### config.mk
export PLATFORM = sky130hd
export DESIGN_NAME = lsu_bus_arbiter
export DESIGN_NICKNAME = d
export VERILOG_FILES = /design/src/rtl/lsu_bus_arbiter.sv
export SDC_FILE = /design/constraint.sdc
export NUM_CORES = 1
export LEC_CHECK = 0
export ABC_AREA = 1
export CORE_ASPECT_RATIO = 0.9
export CORE_MARGIN = 2
export CORE_UTILIZATION = 50
export DETAILED_ROUTE_END_ITERATION = 8
export DONT_BUFFER_PORTS = 1
export HOLD_SLACK_MARGIN = 0.1
export PLACE_DENSITY = 0.62
export SYNTH_ARGS = -nofsm -noshare
export SYNTH_HDL_FRONTEND = slang
export SYNTH_SLANG_ARGS = --single-unit
### constraint.sdc
create_clock -name clk -period 1.61 [get_ports clk]
set_input_delay 0.322 -clock clk [delete_from_list [all_inputs] [get_ports clk]]
set_output_delay 0.322 -clock clk [all_outputs]
set_load 0.01 [all_outputs]
### src/rtl/lsu_bus_arbiter.sv
// ---------------------------------------------------------------------------
// lsu_bus_arbiter
//
// Shares the single data bus between the store buffer drain (writes of
// committed stores) and the execute_lsu load path (reads). Exactly one bus
// transaction is outstanding at a time.
//
// Arbitration happens only in IDLE. Loads have priority. A store that has
// watched STARVE_LIMIT consecutive loads win while it was waiting is forced
// through on the next arbitration. A pipeline flush blocks a new load from
// winning, and turns an in-flight read into a discarded one. The read still
// runs to completion on the bus, but its data is never presented.
//
// Handshakes:
//   Requester side: stbuf_req / ld_req are levels held by the requester until
//   it sees its completion pulse (stbuf_done / ld_valid); a load may also be
//   dropped by flush. Nothing is queued here. In the cycle a pulse is high
//   the matching requester is ineligible, so a held-high req is taken as a
//   new request one cycle later.
//   Bus side: bus_req rises with bus_we/addr/size/wdata, and all of them
//   stay stable until the bus returns bus_ack (any number of cycles later,
//   including the first cycle bus_req is high). The transaction ends at the
//   edge that samples bus_ack=1. bus_ack is ignored while bus_req=0, and a
//   transaction, once issued, is never withdrawn.
//
// Ports:
//   clk, rst              clock (rising edge), async active-low reset
//   stbuf_req/addr/size/data, stbuf_done   store buffer write channel
//   ld_req/addr/size, ld_valid, ld_data    load read channel
//   flush                 pipeline flush from commit
//   bus_req/we/addr/size/wdata, bus_ack, bus_rdata   shared bus
//   state_dbg             current FSM state (IDLE=0, ST_BUSY=1, LD_BUSY=2,
//                         LD_DISCARD=3)
// ---------------------------------------------------------------------------
module lsu_bus_arbiter #(
  parameter int ADDR_WIDTH   = 32,
  parameter int DATA_WIDTH   = 32,
  parameter int SIZE_WIDTH   = 2,
  parameter int STARVE_LIMIT = 4
) (
  input  logic                  clk,
  input  logic                  rst,

  input  logic                  stbuf_req,
  input  logic [ADDR_WIDTH-1:0] stbuf_addr,
  input  logic [SIZE_WIDTH-1:0] stbuf_size,
  input  logic [DATA_WIDTH-1:0] stbuf_data,
  output logic                  stbuf_done,

  input  logic                  ld_req,
  input  logic [ADDR_WIDTH-1:0] ld_addr,
  input  logic [SIZE_WIDTH-1:0] ld_size,
  output logic                  ld_valid,
  output logic [DATA_WIDTH-1:0] ld_data,

  input  logic                  flush,

  output logic                  bus_req,
  output logic                  bus_we,
  output logic [ADDR_WIDTH-1:0] bus_addr,
  output logic [SIZE_WIDTH-1:0] bus_size,
  output logic [DATA_WIDTH-1:0] bus_wdata,
  input  logic                  bus_ack,
  input  logic [DATA_WIDTH-1:0] bus_rdata,

  output logic [1:0]            state_dbg
);

  typedef enum logic [1:0] {
    IDLE       = 2'd0,
    ST_BUSY    = 2'd1,
    LD_BUSY    = 2'd2,
    LD_DISCARD = 2'd3
  } state_t;

  // Counter only needs to reach STARVE_LIMIT (it saturates there).
  localparam int CNT_W = $clog2(STARVE_LIMIT + 1);
  localparam logic [CNT_W-1:0] LIMIT = CNT_W'(STARVE_LIMIT);

  state_t           state;
  logic [CNT_W-1:0] starve_cnt;

  logic st_elig;
  logic ld_elig;
  logic starved;
  logic store_win;
  logic load_win;

  // Arbitration. The done/valid pulses are registered outputs, so in the
  // pulse cycle the requester has not yet had a chance to drop its req; its
  // still-high req must not be mistaken for a new request.
  always_comb begin
    st_elig   = stbuf_req & ~stbuf_done;
    ld_elig   = ld_req & ~flush & ~ld_valid;
    starved   = (starve_cnt >= LIMIT);
    store_win = (state == IDLE) & st_elig & (~ld_elig | starved);
    load_win  = (state == IDLE) & ld_elig & ~store_win;
  end

  always_ff @(posedge clk or negedge rst) begin
    if (!rst) begin
      state      <= IDLE;
      starve_cnt <= '0;
      bus_req    <= 1'b0;
      bus_we     <= 1'b0;
      bus_addr   <= '0;
      bus_size   <= '0;
      bus_wdata  <= '0;
      stbuf_done <= 1'b0;
      ld_valid   <= 1'b0;
      ld_data    <= '0;
    end else begin
      // Completion pulses last exactly one cycle.
      stbuf_done <= 1'b0;
      ld_valid   <= 1'b0;

      case (state)
        IDLE: begin
          if (store_win) begin
            bus_req    <= 1'b1;
            bus_we     <= 1'b1;
            bus_addr   <= stbuf_addr;
            bus_size   <= stbuf_size;
            bus_wdata  <= stbuf_data;
            starve_cnt <= '0;
            state      <= ST_BUSY;
          end else if (load_win) begin
            // bus_wdata is left as-is; it is meaningless on a read.
            bus_req  <= 1'b1;
            bus_we   <= 1'b0;
            bus_addr <= ld_addr;
            bus_size <= ld_size;
            state    <= LD_BUSY;
            if (stbuf_req) begin
              if (!starved) begin
                starve_cnt <= starve_cnt + 1'b1;
              end
            end else begin
              starve_cnt <= '0;
            end
          end else if (!stbuf_req) begin
            starve_cnt <= '0;
          end
        end

        // Committed stores always complete; flush is irrelevant here.
        ST_BUSY: begin
          if (bus_ack) begin
            bus_req    <= 1'b0;
            stbuf_done <= 1'b1;
            state      <= IDLE;
          end
        end

        LD_BUSY: begin
          if (bus_ack) begin
            bus_req <= 1'b0;
            state   <= IDLE;
            // A flush coinciding with the ack drops the data; ld_data keeps
            // its previous value.
            if (!flush) begin
              ld_valid <= 1'b1;
              ld_data  <= bus_rdata;
            end
          end else if (flush) begin
            // The bus read keeps running; only its response is dropped.
            state <= LD_DISCARD;
          end
        end

        LD_DISCARD: begin
          if (bus_ack) begin
            bus_req <= 1'b0;
            state   <= IDLE;
          end
        end

        default: begin
          bus_req <= 1'b0;
          state   <= IDLE;
        end
      endcase
    end
  end

  assign state_dbg = state;

endmodule

Word-level counts from Yosys, hierarchy flattened --
Cells that the tools add are included.
Operators by class: add/subtract/negate cells 1, multiply operators 0, divide/modulo/power cells 0, magnitude comparators 1, eq/ne operators 9, shift-type cells 0, muxes and demuxes 26, bitwise logic cells 13, reductions and logical operators 10
Operators by type and width (number):
- $mux W32 | 2
- $mux W3 | 5
- $mux W2 | 7
- $mux W1 | 10
- $reduce_and A3 Y1 | 3
- $and A1 B1 Y1 | 7
- $ne A3 B3 Y1 const B | 2
- $pmux W2 S3 | 1
- $reduce_and A2 Y1 | 3
- $not A1 Y1 | 5
- $eq A2 B2 Y1 const B | 2
- $ne A2 B1 Y1 const B | 2
- $add A3 B1 Y3 const B | 1
- $ge A3 B3 Y1 const B | 1
- $ne A3 B1 Y1 const B | 1
- $ne A3 B2 Y1 const B | 1
- $reduce_or A3 Y1 | 1
- $eq A2 B1 Y1 const B | 1
- $logic_not A2 Y1 | 1
- $pmux W1 S2 | 1
- $reduce_bool A2 Y1 | 1
- $reduce_or A2 Y1 | 1
- $or A1 B1 Y1 | 1
Storage, ports and cells: register bits after elaboration 107, latch bits 0, memory bits (writable) 0, bits in read-only memories 0, input port bits 138, memories kept 0

Logic depth before layout (Yosys ltp) --
word-level depth 11, depth in mapped cells 9

Worst setup path after synthesis --
Ideal clock, no wire load.
kind register to register, from register state[0], in the netlist state_dbg[0], to register bus_addr[23], setup time 0.120 ns, arrival 1.321 ns, data required time 1.490 ns, slack 0.169 ns, stages on the path, launching flop included 9, path buffers 2, period minus slack after synthesis 1.441 ns, cell sequence dfrtp_1 > nor2_4 > inv_2 > nor2_4 > nand2_2 > nand2_2 > buf_6 > buf_6 > a21oi_1
Between the ends: longest elaborated chain between the ends 7
RTL lines:
- from (decl) | RTL line 80 | state_t state;
- from (signal assigned) | RTL line 102 | state <= IDLE;
- from (signal assigned) | RTL line 126 | state <= ST_BUSY;
- from (signal assigned) | RTL line 133 | state <= LD_BUSY;
- $logic_not A2 Y1 * | RTL line 96, 97, 117
- $and A1 B1 Y1 (2 in series) | RTL line 96 | store_win = (state == IDLE) & st_elig & (~ld_elig | starved);
- $not A1 Y1 | RTL line 97 | load_win = (state == IDLE) & ld_elig & ~store_win;
- $and A1 B1 Y1 | RTL line 97
- $reduce_bool A2 Y1 (no source line)
- $reduce_and A2 Y1 (no source line)
- to (signal assigned) | RTL line 122 | bus_addr <= stbuf_addr;
- to (signal assigned) | RTL line 131 | bus_addr <= ld_addr;
- to (decl) | RTL line 60 | output logic [ADDR_WIDTH-1:0] bus_addr,
Every way passes the cells marked *; elsewhere a longest branch is shown, timed or not. A chain may end at the register's enable or synchronous reset.

Worst setup path after layout --
from register ld_valid, to register state[0], in the netlist state_dbg[0]
Between the ends: longest elaborated chain between the ends 9
RTL lines:
- from (decl) | RTL line 53 | output logic ld_valid,
- from (signal assigned) | RTL line 110 | ld_valid <= 1'b0;
- from (signal assigned) | RTL line 115 | ld_valid <= 1'b0;
- from (signal assigned) | RTL line 162 | ld_valid <= 1'b1;
- $not A1 Y1 * | RTL line 94 | ld_elig = ld_req & ~flush & ~ld_valid;
- $and A1 B1 Y1 * | RTL line 94
- $not A1 Y1 | RTL line 96
- $or A1 B1 Y1 | RTL line 96
- $and A1 B1 Y1 | RTL line 96
- $not A1 Y1 | RTL line 97
- $and A1 B1 Y1 | RTL line 97
- $ne A3 B3 Y1 (no source line)
- $reduce_and A3 Y1 (no source line)
Marked as above.

==> impl_results.md <==
* Post-synthesis sequential area ratio at 0.5567
* Initial cell density of the core at 0.5200
* Power Total at 10.23 mW
* Fmax at 684.1 MHz
* Clk buf depth at 2
* Synthesized cell area at 4810 µm²
* Slew Viols, Final at 0
* Kind of start point of the critical path: flip-flop
* Adder-Cell Fraction of Synth Area at 0.002601
* Die width at 107.4 µm
* H-tree levels at 3
* CTS buffer count at 9
* Failing checks: negative hold slack
* Critical Path RT at 1850 ps
* Slew HR at 0.7806
* Layout cells sized above 1 at 0.06298
* 1st-iter DRT viols at 190
* Clock skew at 12.63 ps
* P_leak at 3.074 nW
* RSZ-0062 raised after global routing: false
* Final setup fails at 0
* TritonRoute pass-1 iters at 5
* CTS root buffer: clkbuf_8
* DRC at 0
* Post-layout min period at 1462 ps
* Max_cap viols at 0
* GRT Overall Usage at 0.2284
* Nets at 786
* Setup TNS at 0 ps
* Synth Warn # at 0
* First-pass GRT wire length at 19080 µm
* Final Cycle Share at 0.9079
* FILL cells at 774
* Die area at 10420 µm²
* CP Buf/Inv Count at 1
* Status: finished, violations left
* Syn avg cell area at 8.166 µm²
* Synthesized flop and latch total at 107
* Cells after synthesis at 589
* XOR/XNOR share of the synthesized area at 0.001821
* Detailed Place HPWL at 7771 µm
* WHS at -350.7 ps
* Tightest Pin Transition at 329.0 ps
* Peak supply drop at 1033 µV
* Crit end category: flip-flop
* TritonCTS clock tree: yes
* Cells along the critical path: nor2_1, nand3_2, nand2_4, buf_12, nand3_1, nand3_1, nand2_1
* Core area at 9249 µm²
* Latest clock arrival within the worst-skew pair at 360 ps
* Final core utilization at 0.6338
* Antenna viol nets, final at 0
* Vias/cell at 5.127
* Worst path most repeated cell: nand3_1
* Largest net degree at the start of global routing at 108
* I/O Pins at 242
* Vias in the first global route at 3903
* Grt total ovfl at 0
* Largest family of logic cells by synthesized area: simple AND/OR/NAND/NOR gates
* CP Data Arrival Time at 1710 ps
* CP max FO at 24
* Routed wire per std cell at 15.83 µm
* Most common cell after layout, fill and taps aside: nand2_1
* Hold WC Path Type: input port to asynchronous set/reset pin
* Area delta synth->final at 21.88%
* DRT Wirelength at 12240 µm
* Detailed-route via count at 3963
* Pwr/cell area at 1745 nW/µm²
* Post-synthesis mux area share at 0
* Hold-fix buffers, CTS at 63
* Synth Area in Compound Gates at 0.03980
* Post-CTS setup buffer count at 0
* Simple-Gate Fraction of Synth Area at 0.3244
* Initial antenna violation count at 0
* CP max stage cell: dfrtp_1
* Critical path class: flip-flop to flip-flop
* Clock transition at path regs at 100 ps
* Mapped Nets at 728
* Commonest non-fill, non-tap cells in the layout: nand2_1 (243), dfrtp_1 (107), dlygate4sd3_1 (63), inv_1 (46), nand3_1 (39)
* RePlAce Congestion at 0.7445
* Die height at 97.05 µm
* Port Buffer Count at 0
* Worst path max stage delay at 460 ps
* Synth cell types at 22
* # diodes at 0
* Clock sinks at 107
* Fin. Hold Viols at 107
* Crit-path leading delay family: simple AND/OR/NAND/NOR gates
* Placement Rows at 33
[flip-flops by register name (all words and copies together), names as in the netlist]
name        flops
bus_addr       32
bus_size        2
ld_data        32
state_dbg       2
bus_wdata      32
stbuf_done      1
ld_valid        1
bus_we          1
bus_req         1
starve_cnt      3
[path summary, 6_finish.rpt]
path                       depth (start not counted)             to  slack, ps           start
setup / recovery                                   7   state_dbg[0]        150        ld_valid
setup reg to reg                                   7   state_dbg[0]        150        ld_valid
hold reg to reg                                    2  starve_cnt[1]        510   starve_cnt[1]
hold / removal                                     0    bus_addr[8]       -350             rst
max in group asynchronous                          0       ld_valid       1810             rst
min in group clk                                   2  bus_wdata[12]        120  stbuf_data[12]
[cells in the mapped netlist]
library cell,number,area [µm²]
buf_2,17,85.08
buf_6,2,22.52
ha_1,1,12.51
nand3_1,40,200.2
o22ai_1,1,6.260
clkbuf_1,9,33.78
inv_1,46,172.7
o21ai_0,3,15.01
xnor2_1,1,8.760
inv_2,1,3.750
dfrtp_1,107,2678
buf_1,1,3.750
nand2_1,243,912.1
nand3b_1,34,255.2
nand4_1,1,6.260
a21oi_1,34,170.2
nor2_4,2,22.52
buf_4,5,37.54
or2_2,1,6.260
nor2_1,36,135.1
nor3_1,2,10.01
nand2_2,2,12.51
[final cells by class]
type                            count  area, µm²  area share
Timing Repair Buffer               81      854.6      0.1458
Clock inverter                      6      83.83     0.01430
Clock buffer                        9      123.9     0.02113
Inverter                           47      176.4     0.03010
Sequential cell                   107       2678      0.4568
Tap cell                          122      152.6     0.02604
Multi-Input combinational cell    401       1793      0.3059
[routing by layer]
layer	vias up	GRT usage	wire length, µm
li1	1939	-	-
met2	174	0.3973	6202
met3	19	0.08019	1024
met5	-	0	0
met1	1831	0.2696	4771
met4	0	0.05621	238
[metrics by stage]
| step | instance area, µm² | instances | setup WS, ps |
|---|---|---|---|
| final | 5862 | 773 | 148.2 |
| after CTS | 5793 | 771 | 99.71 |
| after floorplan | 4810 | 589 | 168.7 |
| after global placement | 4955 | 693 | 156.0 |
| after detailed placement | 4955 | 693 | 115.5 |
| after global routing | 5862 | 773 | 13.89 |
[what timing repair did]
action / CTS / global route
hold endpoints to repair: 170 / 107
gates resized for setup: 0 / 4
setup endpoints to repair: 0 / 4
[power by group]
group | internal (mW) | switching, mW | leakage [nW] | total (mW)
clock | 0.753 | 0.954 | 0.105 | 1.71
combinational | 1.26 | 1.74 | 1.68 | 3.00
sequential | 3.95 | 1.57 | 1.28 | 5.52
[cell families (layout without fill, tap and decap cells)]
kind of cell	count (synthesis)	count (layout)
xor gates and xnor gates	1	1
adders and majority gates	1	1
buffers and inverters	81	143
AOI/OAI and AO/OA	38	38
DFF	107	107
and+or+nand+nor	361	361
(Power assumes the default switching activity.)
